$ cat config.mk
export PLATFORM = sky130hd
export DESIGN_NAME = tt_out_arbiter
export DESIGN_NICKNAME = d
export VERILOG_FILES = /design/src/rtl/tt_out_arbiter.sv
export SDC_FILE = /design/constraint.sdc
export NUM_CORES = 1
export LEC_CHECK = 0
export CAP_MARGIN = 20
export CORE_ASPECT_RATIO = 0.6
export CORE_UTILIZATION = 30
export CTS_CLUSTER_DIAMETER = 120
export DETAILED_ROUTE_END_ITERATION = 16
export MAX_ROUTING_LAYER = met4
export PLACE_DENSITY = 0.6
export SYNTH_ARGS = -nofsm -noshare
export SYNTH_HDL_FRONTEND = slang
export SYNTH_SLANG_ARGS = --single-unit
export TNS_END_PERCENT = 100
$ cat constraint.sdc
create_clock -name clk -period 2.1 [get_ports clk]
set_input_delay 0.525 -clock clk [delete_from_list [all_inputs] [get_ports clk]]
set_output_delay 0.525 -clock clk [all_outputs]
set_load 0.02 [all_outputs]
$ cat src/rtl/tt_out_arbiter.sv
// Round-robin scheduler for the shared io_out pad bus: one source owns the bus at a time,
// its words are registered onto out_data, and ownership is released on last, dropped req or hold limit.
module tt_out_arbiter #(
   parameter int N_REQ    = 4,
   parameter int DATA_W   = 8,
   parameter int MAX_HOLD = 16
) (
   input  logic                      clk,
   input  logic                      reset,
   input  logic [N_REQ-1:0]          req,
   input  logic [N_REQ*DATA_W-1:0]   data,
   input  logic [N_REQ-1:0]          last,
   output logic [N_REQ-1:0]          grant,
   output logic [DATA_W-1:0]         out_data,
   output logic                      out_valid,
   output logic                      busy
);

   localparam int PTR_W = $clog2(N_REQ);

   typedef enum logic {IDLE, GRANT} state_t;

   state_t             state, state_nxt;
   logic [PTR_W-1:0]   ptr, ptr_nxt;
   logic [PTR_W-1:0]   owner, owner_nxt;
   logic [PTR_W-1:0]   pick;
   logic               pick_ok;
   logic [PTR_W:0]     scan_idx;
   logic [7:0]         hold_cnt, hold_nxt;
   logic [N_REQ-1:0]   grant_nxt;
   logic [DATA_W-1:0]  data_nxt;
   logic               valid_nxt;
   logic [PTR_W-1:0]   owner_inc;
   logic [DATA_W-1:0]  words [N_REQ];

   for (genvar g = 0; g < N_REQ; g++) begin : g_words
      assign words[g] = data[g*DATA_W +: DATA_W];
   end

   assign owner_inc = (owner == PTR_W'(N_REQ-1)) ? '0 : owner + 1'b1;

   // Scan from the farthest offset down so the set bit nearest to ptr wins.
   always_comb begin
      pick     = '0;
      pick_ok  = 1'b0;
      scan_idx = '0;
      for (int i = N_REQ-1; i >= 0; i--) begin
         scan_idx = {1'b0, ptr} + (PTR_W+1)'(i);
         if (scan_idx >= (PTR_W+1)'(N_REQ))
            scan_idx = scan_idx - (PTR_W+1)'(N_REQ);
         if (req[scan_idx[PTR_W-1:0]]) begin
            pick    = scan_idx[PTR_W-1:0];
            pick_ok = 1'b1;
         end
      end
   end

   always_comb begin
      state_nxt = state;
      ptr_nxt   = ptr;
      owner_nxt = owner;
      hold_nxt  = hold_cnt;
      grant_nxt = grant;
      data_nxt  = out_data;
      valid_nxt = 1'b0;
      case (state)
         IDLE: begin
            if (pick_ok) begin
               owner_nxt       = pick;
               grant_nxt       = '0;
               grant_nxt[pick] = 1'b1;
               hold_nxt        = '0;
               state_nxt       = GRANT;
            end
         end
         GRANT: begin
            // A dropped request releases without a transfer; last and the hold limit release after one.
            if (req[owner]) begin
               data_nxt  = words[owner];
               valid_nxt = 1'b1;
               hold_nxt  = hold_cnt + 8'd1;
               if (last[owner] || (hold_cnt == 8'(MAX_HOLD-1))) begin
                  grant_nxt = '0;
                  state_nxt = IDLE;
                  ptr_nxt   = owner_inc;
                  hold_nxt  = '0;
               end
            end else begin
               grant_nxt = '0;
               state_nxt = IDLE;
               ptr_nxt   = owner_inc;
               hold_nxt  = '0;
            end
         end
         default: state_nxt = IDLE;
      endcase
   end

   always_ff @(posedge clk or posedge reset) begin
      if (reset) begin
         state     <= IDLE;
         ptr       <= '0;
         owner     <= '0;
         hold_cnt  <= '0;
         grant     <= '0;
         out_data  <= '0;
         out_valid <= 1'b0;
         busy      <= 1'b0;
      end else begin
         state     <= state_nxt;
         ptr       <= ptr_nxt;
         owner     <= owner_nxt;
         hold_cnt  <= hold_nxt;
         grant     <= grant_nxt;
         out_data  <= data_nxt;
         out_valid <= valid_nxt;
         busy      <= (state_nxt == GRANT);
      end
   end

endmodule

# Yosys cells after proc, flatten, opt, wreduce, memory -nomap -nowiden
# Cells that the tools add are included.
dict set report totals {
  input_bits 42
  reg_bits 26
  wordCells 87
  out_inout_bits 14
}
dict set report op_classes {
  eq_ne 5
  n_reduce_logical 6
  magnitude_cmp 12
  add_sub_neg 9
  mux 46
  bitwise_logic 2
}
# op n
set ops {}
lappend ops {{two-way mux 8 bit} 5}
lappend ops {{two-way mux 2 bit} 11}
lappend ops {{< comparator 2 x 3 -> 1 bit, second input constant} 6}
lappend ops {{binary-select mux 8 bit (select 2 bit)} 1}
lappend ops {{two-way mux 1 bit} 16}
lappend ops {{case mux 8 bit (2 select lines)} 1}
lappend ops {{binary-select mux 1 bit (select 2 bit)} 6}
lappend ops {{greater-or-equal comparator 3 bit, second input constant} 4}
lappend ops {{two-way mux 4 bit} 3}
lappend ops {{adder 8 x 1 -> 8 bit, second input constant} 1}
lappend ops {{equality test 8 x 4 -> 1 bit, second input constant} 1}
lappend ops {{case mux 4 bit (2 select lines)} 1}
lappend ops {{AND reduction 2 bit} 4}
lappend ops {{subtractor 2 x 1 -> 2 bit, second input constant} 4}
lappend ops {{adder 2 x 2 -> 3 bit, second input constant} 2}
lappend ops {{adder 2 x 1 -> 3 bit, second input constant} 1}
lappend ops {{greater-or-equal comparator 2 x 3 -> 1 bit, second input constant} 1}
lappend ops {{inequality test 3 x 2 -> 1 bit, second input constant} 1}
lappend ops {{NOT 2 -> 3 bit} 1}
lappend ops {{adder 2 x 1 -> 2 bit, second input constant} 1}
lappend ops {{demux 1 bit (select 2 bit)} 1}
lappend ops {{equality test 2 bit, second input constant} 1}
lappend ops {{greater-or-equal comparator 2 x 1 -> 1 bit, second input constant} 1}
lappend ops {{inequality test 2 x 1 -> 1 bit, second input constant} 1}
lappend ops {{other kinds (5)} 5}

# Depth between registers and ports, before layout
dict set report logic_depth {
  ltp_word 15
  depth_mapped 7
  mapped_depth_nobuf 6
}

# Least setup slack after synthesis
# Ideal clock, no wire load.
dict set report synth_path {
  path_kind {flip-flop to flip-flop}
  startpoint {register hold_cnt[4]}
  endpoint {register ptr[0]}
  stages_incl_launch_ff 6
  required_ns 1.975
  n_path_buf 0
  path_slack_ns 0.433
  arrival_time_ns 1.542
  synth_period_minus_slack_ns 1.667
  setup_ns 0.125
  cell_sequence {dfrtp_1 -> or4_4 -> nor2_4 -> a211o_1 -> nand2_2 -> mux2_4}
}
dict set report synth_via {
  elab_chain_cells 4
}
# element line
set synth_rtl {}
lappend synth_rtl {{from (decl)} 29} ;# logic [7:0] hold_cnt, hold_nxt;
lappend synth_rtl {{from (signal assigned)} 113} ;# hold_cnt <= hold_nxt;
lappend synth_rtl {{equality test 8 x 4 -> 1 bit} 82} ;# if (last[owner] || (hold_cnt == 8'(MAX_HOLD-1))) begin
lappend synth_rtl {{logical OR 1 bit} 82}
lappend synth_rtl {{inequality test 2 x 1 -> 1 bit (no source line)} n/a}
lappend synth_rtl {{AND reduction 2 bit (no source line)} n/a}
lappend synth_rtl {{to (signal assigned)} 111} ;# ptr <= ptr_nxt;
lappend synth_rtl {{to (decl)} 24} ;# logic [PTR_W-1:0] ptr, ptr_nxt;
# No other way between the ends.
# A chain may end at the register's enable or synchronous reset.

# Worst setup path after layout
dict set report layout_path {
  startpoint {input req[0]}
  endpoint {register grant[1]}
}
dict set report layout_via {
  elab_chain_cells 12
  elab_cells_between_ends 29
  classes_between {order compare (2); eq/ne (2); mux (23); reduce/logical (2)}
}
# element line
set layout_rtl {}
lappend layout_rtl {{from (decl)} 10} ;# input logic [N_REQ-1:0] req,
lappend layout_rtl {{binary-select mux 1 bit (select 2 bit)} 51} ;# if (req[scan_idx[PTR_W-1:0]]) begin
lappend layout_rtl {{two-way mux 1 bit (implied by the code)} 51}
lappend layout_rtl {{two-way mux 2 bit (4 in a row)} 51}
lappend layout_rtl {{< comparator 2 x 3 -> 1 bit (implied by the code) / greater-or-equal comparator 2 x 1 -> 1 bit (equally long branches)} 71} ;# grant_nxt[pick] = 1'b1;
lappend layout_rtl {{logical AND 1 bit (implied by the code)} 71}
lappend layout_rtl {{two-way mux 1 bit (implied by the code)} 71}
lappend layout_rtl {{demux 1 bit (select 2 bit)} 71}
lappend layout_rtl {{two-way mux 4 bit} 68} ;# if (pick_ok) begin
lappend layout_rtl {{case mux 4 bit (2 select lines)} 66} ;# case (state)
lappend layout_rtl {{to (signal assigned)} 114} ;# grant <= grant_nxt;
lappend layout_rtl {{to (decl)} 13} ;# output logic [N_REQ-1:0] grant,
# Several ways; a longest one is shown, not always the timed one. The select of a mux whose other input is x is not followed.

==> qor.yml <==
run_status: "finished, final reports clean"
io_pins: 56
io_buffer_count: 55
reg2regPathDepth: 5
proportion_of_layout_cells_with_a_drive_suffix_above_1: 0.241
detailed_router_s_first_iteration_violation_count: 45
detailedPlacementHpwl_mm: 3.17
timing.critical_path.arrival_ps: 2170
dp_cells: 258
drv_cap: 0
layout_commonest_cell: "clkdlybuf4s50_1"
ys_ff_latch: 26
placed_cell_area_um2: 2230
timing.hold.ws_ps: 514
commonest_cells_after_routing_fill_and_taps_aside: "clkdlybuf4s50_1 (55), dfrtp_1 (26), buf_4 (16)"
cts_buffer_depth: 2
timing.critical_path.buf_inv: 3
synth.top_cells.by_area: "dfrtp_1 (43%), mux4_2 (12%), mux2_2 (5.9%)"
nets: 244
n_antenna_cell: 0
placement.setup.worst_slack_ps: -256
final_critical_path_setup_slack_ps: 125
timing.final.crit_share: 0.940
die_w_um: 94.1
rsz_0062_raised_after_global_routing: "no"
clock-sinks: 26
cts_made_buffers: 3
cts_max_level: 1
period_needed_ps: 1970
timing.rr.end: "grant[0]"
min_path_cells: 1
sequential_fraction_of_the_synthesis_area: 0.427
design.die.area_um2: 5380
via_count: 1290
cellLeakagePower_nw: 1.00
netlist-cell-type-count: 44
gp_routability_congestion: 0.805
routed_wirelength_mm: 4.00
grt_pass1_wl_mm: 6.37
synth_largest_area_cell: "dfrtp_1"
powerDensity_nw_per_um2: 1180
hp-class: "flop to flop"
floorplan.rows: 19
antenna_left: 0
area.growth.synth_to_final_pct: 50.9
worst_hold_startpoint: "out_data[4]"
ctsRootBufferMaster: "clkbuf_8"
crit_path_max_fo: 4
routed_wire_length_per_instance_um: 15.3
total_power_mw: 2.71
post-route-cell-area_um2: 2300
final_core_utilization: 0.487
antenna_found_initial: 0
postSynthCellCount: 129
timing.critical_path.from_type: "input pin"
worst_pin_slew_ps: 428
max_transition_margin: 0.712
routed_via_density: 4.92
clock_latency_ps: 270
tritoncts: "built"
final_global_route_overflow_total: 0
detail_route.first_pass.iterations: 4
timing.critical_path.max_delay_family: "buffers and inverters"
timing.critical_path.mode_cell: "buf_4"
cts-hold-fix-buffers: 0
grt_pass1_vias: 1277
crit_path_max_incr_delay_ps: 460
r2r_start: "owner[0]"
crit_slowest_cell: "clkdlybuf4s50_1"
initial_utilization: 0.322
final_setup_vio_count: 0
timing.final.max_slew_violations: 0
globalRouteTotalUtil: 0.161
synth_top_area_frac: 0.427
clk_pin_slew_worst_paths_ps: 100
synth_warnings: 0
syn-cell-area_um2: 1530
setup_skew_after_layout_ps: 5.81
final-instance-count-excl-fill: 262
coreArea_um2: 4730
synth_fp_nets: 173
synthesis.area_per_instance_um2: 11.8
vdd_ir_drop_max_mv: 0.500
cp.required_ps: 2300
die_height_um: 57.2
hold_violations: 0
grt_start_max_net_pins: 27
crit_type: "input pin to flop"
hold_path_end: "out_data[4]"
drt_drc_violations_left: 0
setup_slack_of_the_most_critical_reg_to_reg_path_ps: 280
timing.critical_path.to_type: "flop"
setup-tns-final_ps: 0
crit_path_cell_trace: "clkdlybuf4s50_1 -> buf_4 -> mux2i_1 -> nor2_1 -> a311oi_1 -> buf_4 -> nand2b_1 -> o2bb2ai_1"
maxClockFrequency_mhz: 506
==> worst max-delay path by stage <==
stage	from	end	slack (ps)	cells past startpoint
global placement	last[1]	grant[2]	-220	6
finish	req[0]	grant[1]	130	8
CTS	last[1]	grant[0]	20	6
detailed placement	last[1]	grant[0]	-260	6
floorplan	hold_cnt[4]	ptr[0]	430	5
global route	req[0]	grant[0]	7	6
==> worst reg2reg max path, cell delays in order (launching register included) <==
cell     delay, ps
dfrtp_1        490
nor2b_4        180
or2_0          230
a22oi_2        300
o21ai_0        240
a22o_1         290
==> metal layers <==
layer,track usage,part of all wire,wire length [um]
met1,0.250,0.55,2180
met2,0.223,0.43,1700
met3,0.0253,0.023,91
met4,0.0198,0.0043,17
met5,-,0,0
==> flip-flops by register name (all words and copies together) (netlist names) <==
name / count
out_data: 8
hold_cnt: 8
out_valid: 1
owner: 2
ptr: 2
state: 1
grant: 4
==> report_power, final <==
part	internal (mW)	switching (mW)
clock network	0.255	0.161
registers	0.679	0.152
logic	0.818	0.642
total	1.75	0.955
==> cell families after synthesis <==
| group | Yosys count | synth area share |
|---|---|---|
| and+or+nand+nor | 40 | 0.150 |
| DFF | 26 | 0.427 |
| AOI/OAI and AO/OA | 28 | 0.135 |
| adders and majority gates | 2 | 0.0164 |
| xor gates and xnor gates | 2 | 0.0115 |
| muxes | 21 | 0.217 |
| buffers and inverters | 10 | 0.0443 |
==> final cells by class <==
cell class	instances	area, um2
fill	431	2430
multi-input combinational	93	812
timing repair buffer	71	671
sequential	26	651
tap	63	78.8
clock buffer	3	41.3
clock inverter	1	30.0
inverter	5	18.8
==> Yosys cell counts (all sizes together) <==
master and instances:
a211o 1, a21o 3, a21oi 3, a221oi 1, a22o 5, a22oi 1, a311oi 1, a32oi 1
and2 1, and3 3, buf 4, clkbuf 1, dfrtp 26, ha 2, inv 5, mux2 10
mux2i 3, mux4 8, nand2 10, nand2b 3, nand3 3, nor2 9, nor2b 2, nor3 1
nor3b 2, nor4 1, o211ai 1, o21ai 6, o2bb2a 1, o2bb2ai 2, o31ai 2, or2 3
or3 1, or4 1, xor2 2
==> repair_timing <==
item	4_1_cts	5_1_grt
setup buffers	0	0
gates resized for setup	0	1
endpoints found under the setup margin	0	2
Power figures use the tool's default switching activity.
==> RTL change (same settings) <==
`MAX_HOLD`: 16 -> 8.
--- a/src/rtl/tt_out_arbiter.sv
+++ b/src/rtl/tt_out_arbiter.sv
@@ -3,7 +3,7 @@
 module tt_out_arbiter #(
    parameter int N_REQ    = 4,
    parameter int DATA_W   = 8,
-   parameter int MAX_HOLD = 16
+   parameter int MAX_HOLD = 8
 ) (
    input  logic                      clk,
    input  logic                      reset,
Formal check against the unedited RTL: not equivalent (Yosys sat finds a counterexample within 10 cycles, from zero or initial values and one cycle with reset high).
==> RTL change against the original RTL <==
- area after synthesis decreased by 3.6%
- final area is 2.9% lower
- routed wire length fell by 0.28%
- clock skew fell by 0.0029 ns
- register-to-register slack worse by 0.12 ns
- final cell count is 4.2% higher
- power shrank 4.0%
- non-clock buffer count unchanged
- fmax shrank 4.9%
- sequential cell count is the same
- worst setup slack got worse by 0.10 ns
- critical path depth fell by 3
- count of clock-buffer cells in the layout stayed put
==> RTL change: results (changes against the original RTL) <==
initial drt markers 63 (was 45); slowest CP cell mux4_2 (was clkdlybuf4s50_1); switching part of the total 38.77% (was 35.28%); Post-Synth XOR/XNOR Area 0.5957% (was 1.148%); met1 Track Usage GR 22.23% (was 25.04%); Post-synth top cells 35 x nand2_1, 26 x dfrtp_1, 10 x mux4_2 (was 26 x dfrtp_1, 9 x nand2_1, 8 x mux2_2, 8 x mux4_2, 8 x nor2_1); Lkg Pwr 0.0009419 uW (was 0.001003 uW); clk buf depth 2 (unchanged); GRT met3 Usage 4.645% (was 2.533%); CTS Buf Count 3 (unchanged); met3 WL 336 um (was 91 um); total wire length 3987 um (was 3998 um); peak supply drop 0.5739 mV (was 0.5004 mV); crit-path max FO 3 (was 4); Synth Area per Inst 10.43 um2 (was 11.82 um2); part of the power in combinational logic 57.8% (was 53.9%); sequential share of the synthesized area 44.26% (was 42.66%); # fillers 439 (was 431); achievable frequency 481.7 MHz (was 506.4 MHz); Compound-Gate Fraction of Synth Area 15.06% (was 13.45%); Worst-Margin Slew 0.5198 ns (was 0.4278 ns); Placed Instances 270 (was 258); via count 1,365 (was 1,290); gr usage total 16.63% (was 16.07%); syn nets 185 (was 173); clock transition at the registers of the reported paths 0.08 ns (was 0.10 ns); placed inst area 0.002195 mm2 (was 0.002226 mm2); met2 routed WL 1751 um (was 1704 um); Synth area leaders dfrtp_1 44%, mux4_2 15%, nand2_1 8.9% (was dfrtp_1 43%, mux4_2 12%, mux2_2 5.9%); Critical Path AT 2.27 ns (was 2.17 ns); skew final 0.002926 ns (was 0.005815 ns); area share of the largest cell type after synthesis 44.26% (was 42.66%); clock group share of total power 10.4% (was 15.3%); share of layout cells above drive strength 1 16.67% (was 24.12%); Hold Path Origin out_data[6]$_DFFE_PP0P_ (was out_data[4]$_DFFE_PP0P_); Critical Path Max Stage Delay 0.52 ns (was 0.46 ns); Setup WS pre-CTS -0.2672 ns (was -0.2561 ns); global-route wire length before repair 6610 um (was 6368 um); Unique masters post-synth 33 (was 44); CP Launch Point last[3] (was req[0]); Hold Path Cell Cnt 2 (was 1); outcome completed (unchanged); multiplexer area fraction after synthesis 18.30% (was 21.66%); r2r setup slk 0.16 ns (was 0.28 ns); cells on worst reg2reg path 4 (was 5); adder-cell area share of the yosys netlist 1.702% (was 1.641%); routed len/inst 14.60 um (was 15.26 um); met2 usage 25.71% (was 22.31%); WL met1 1881 um (was 2184 um); routability cong. 0.8030 (was 0.8049)
[RTL change: cell types whose count changed after synthesis, sizes merged, moves of 3 or more]
cell   before  now
and3        3    0
nor2        9    5
mux2       10    3
a22o        5    0
a32o        0    3
nand2      10   35
[RTL change: stage by stage]
stage	hold WS, ns	power, uW	TNS [ns]
global placement	0.4574	2302	-1.547
finish	0.4809	2598	0
floorplan	0.4858	1704	0
global route	0.5158	2804	0
detailed placement	0.4691	2349	-1.846
CTS	0.4875	2633	0
[RTL change: layout make-up]
class / count / area [um2] / share of cell area, %
clock buffer: 3 / 41.29 / 1.847
inverter: 7 / 26.28 / 1.175
multi-input combinational: 103 / 768.2 / 34.36
sequential: 26 / 650.6 / 29.10
tap: 63 / 78.83 / 3.525
timing repair buffer: 71 / 670.6 / 29.99
[RTL change: critical path, delay by kind of cell]
kind / cells / cell delay [ns]
muxes: 1 / 0.52
and+or+nand+nor: 1 / 0.49
buffers and inverters: 1 / 0.39
AOI/OAI and AO/OA: 2 / 0.34
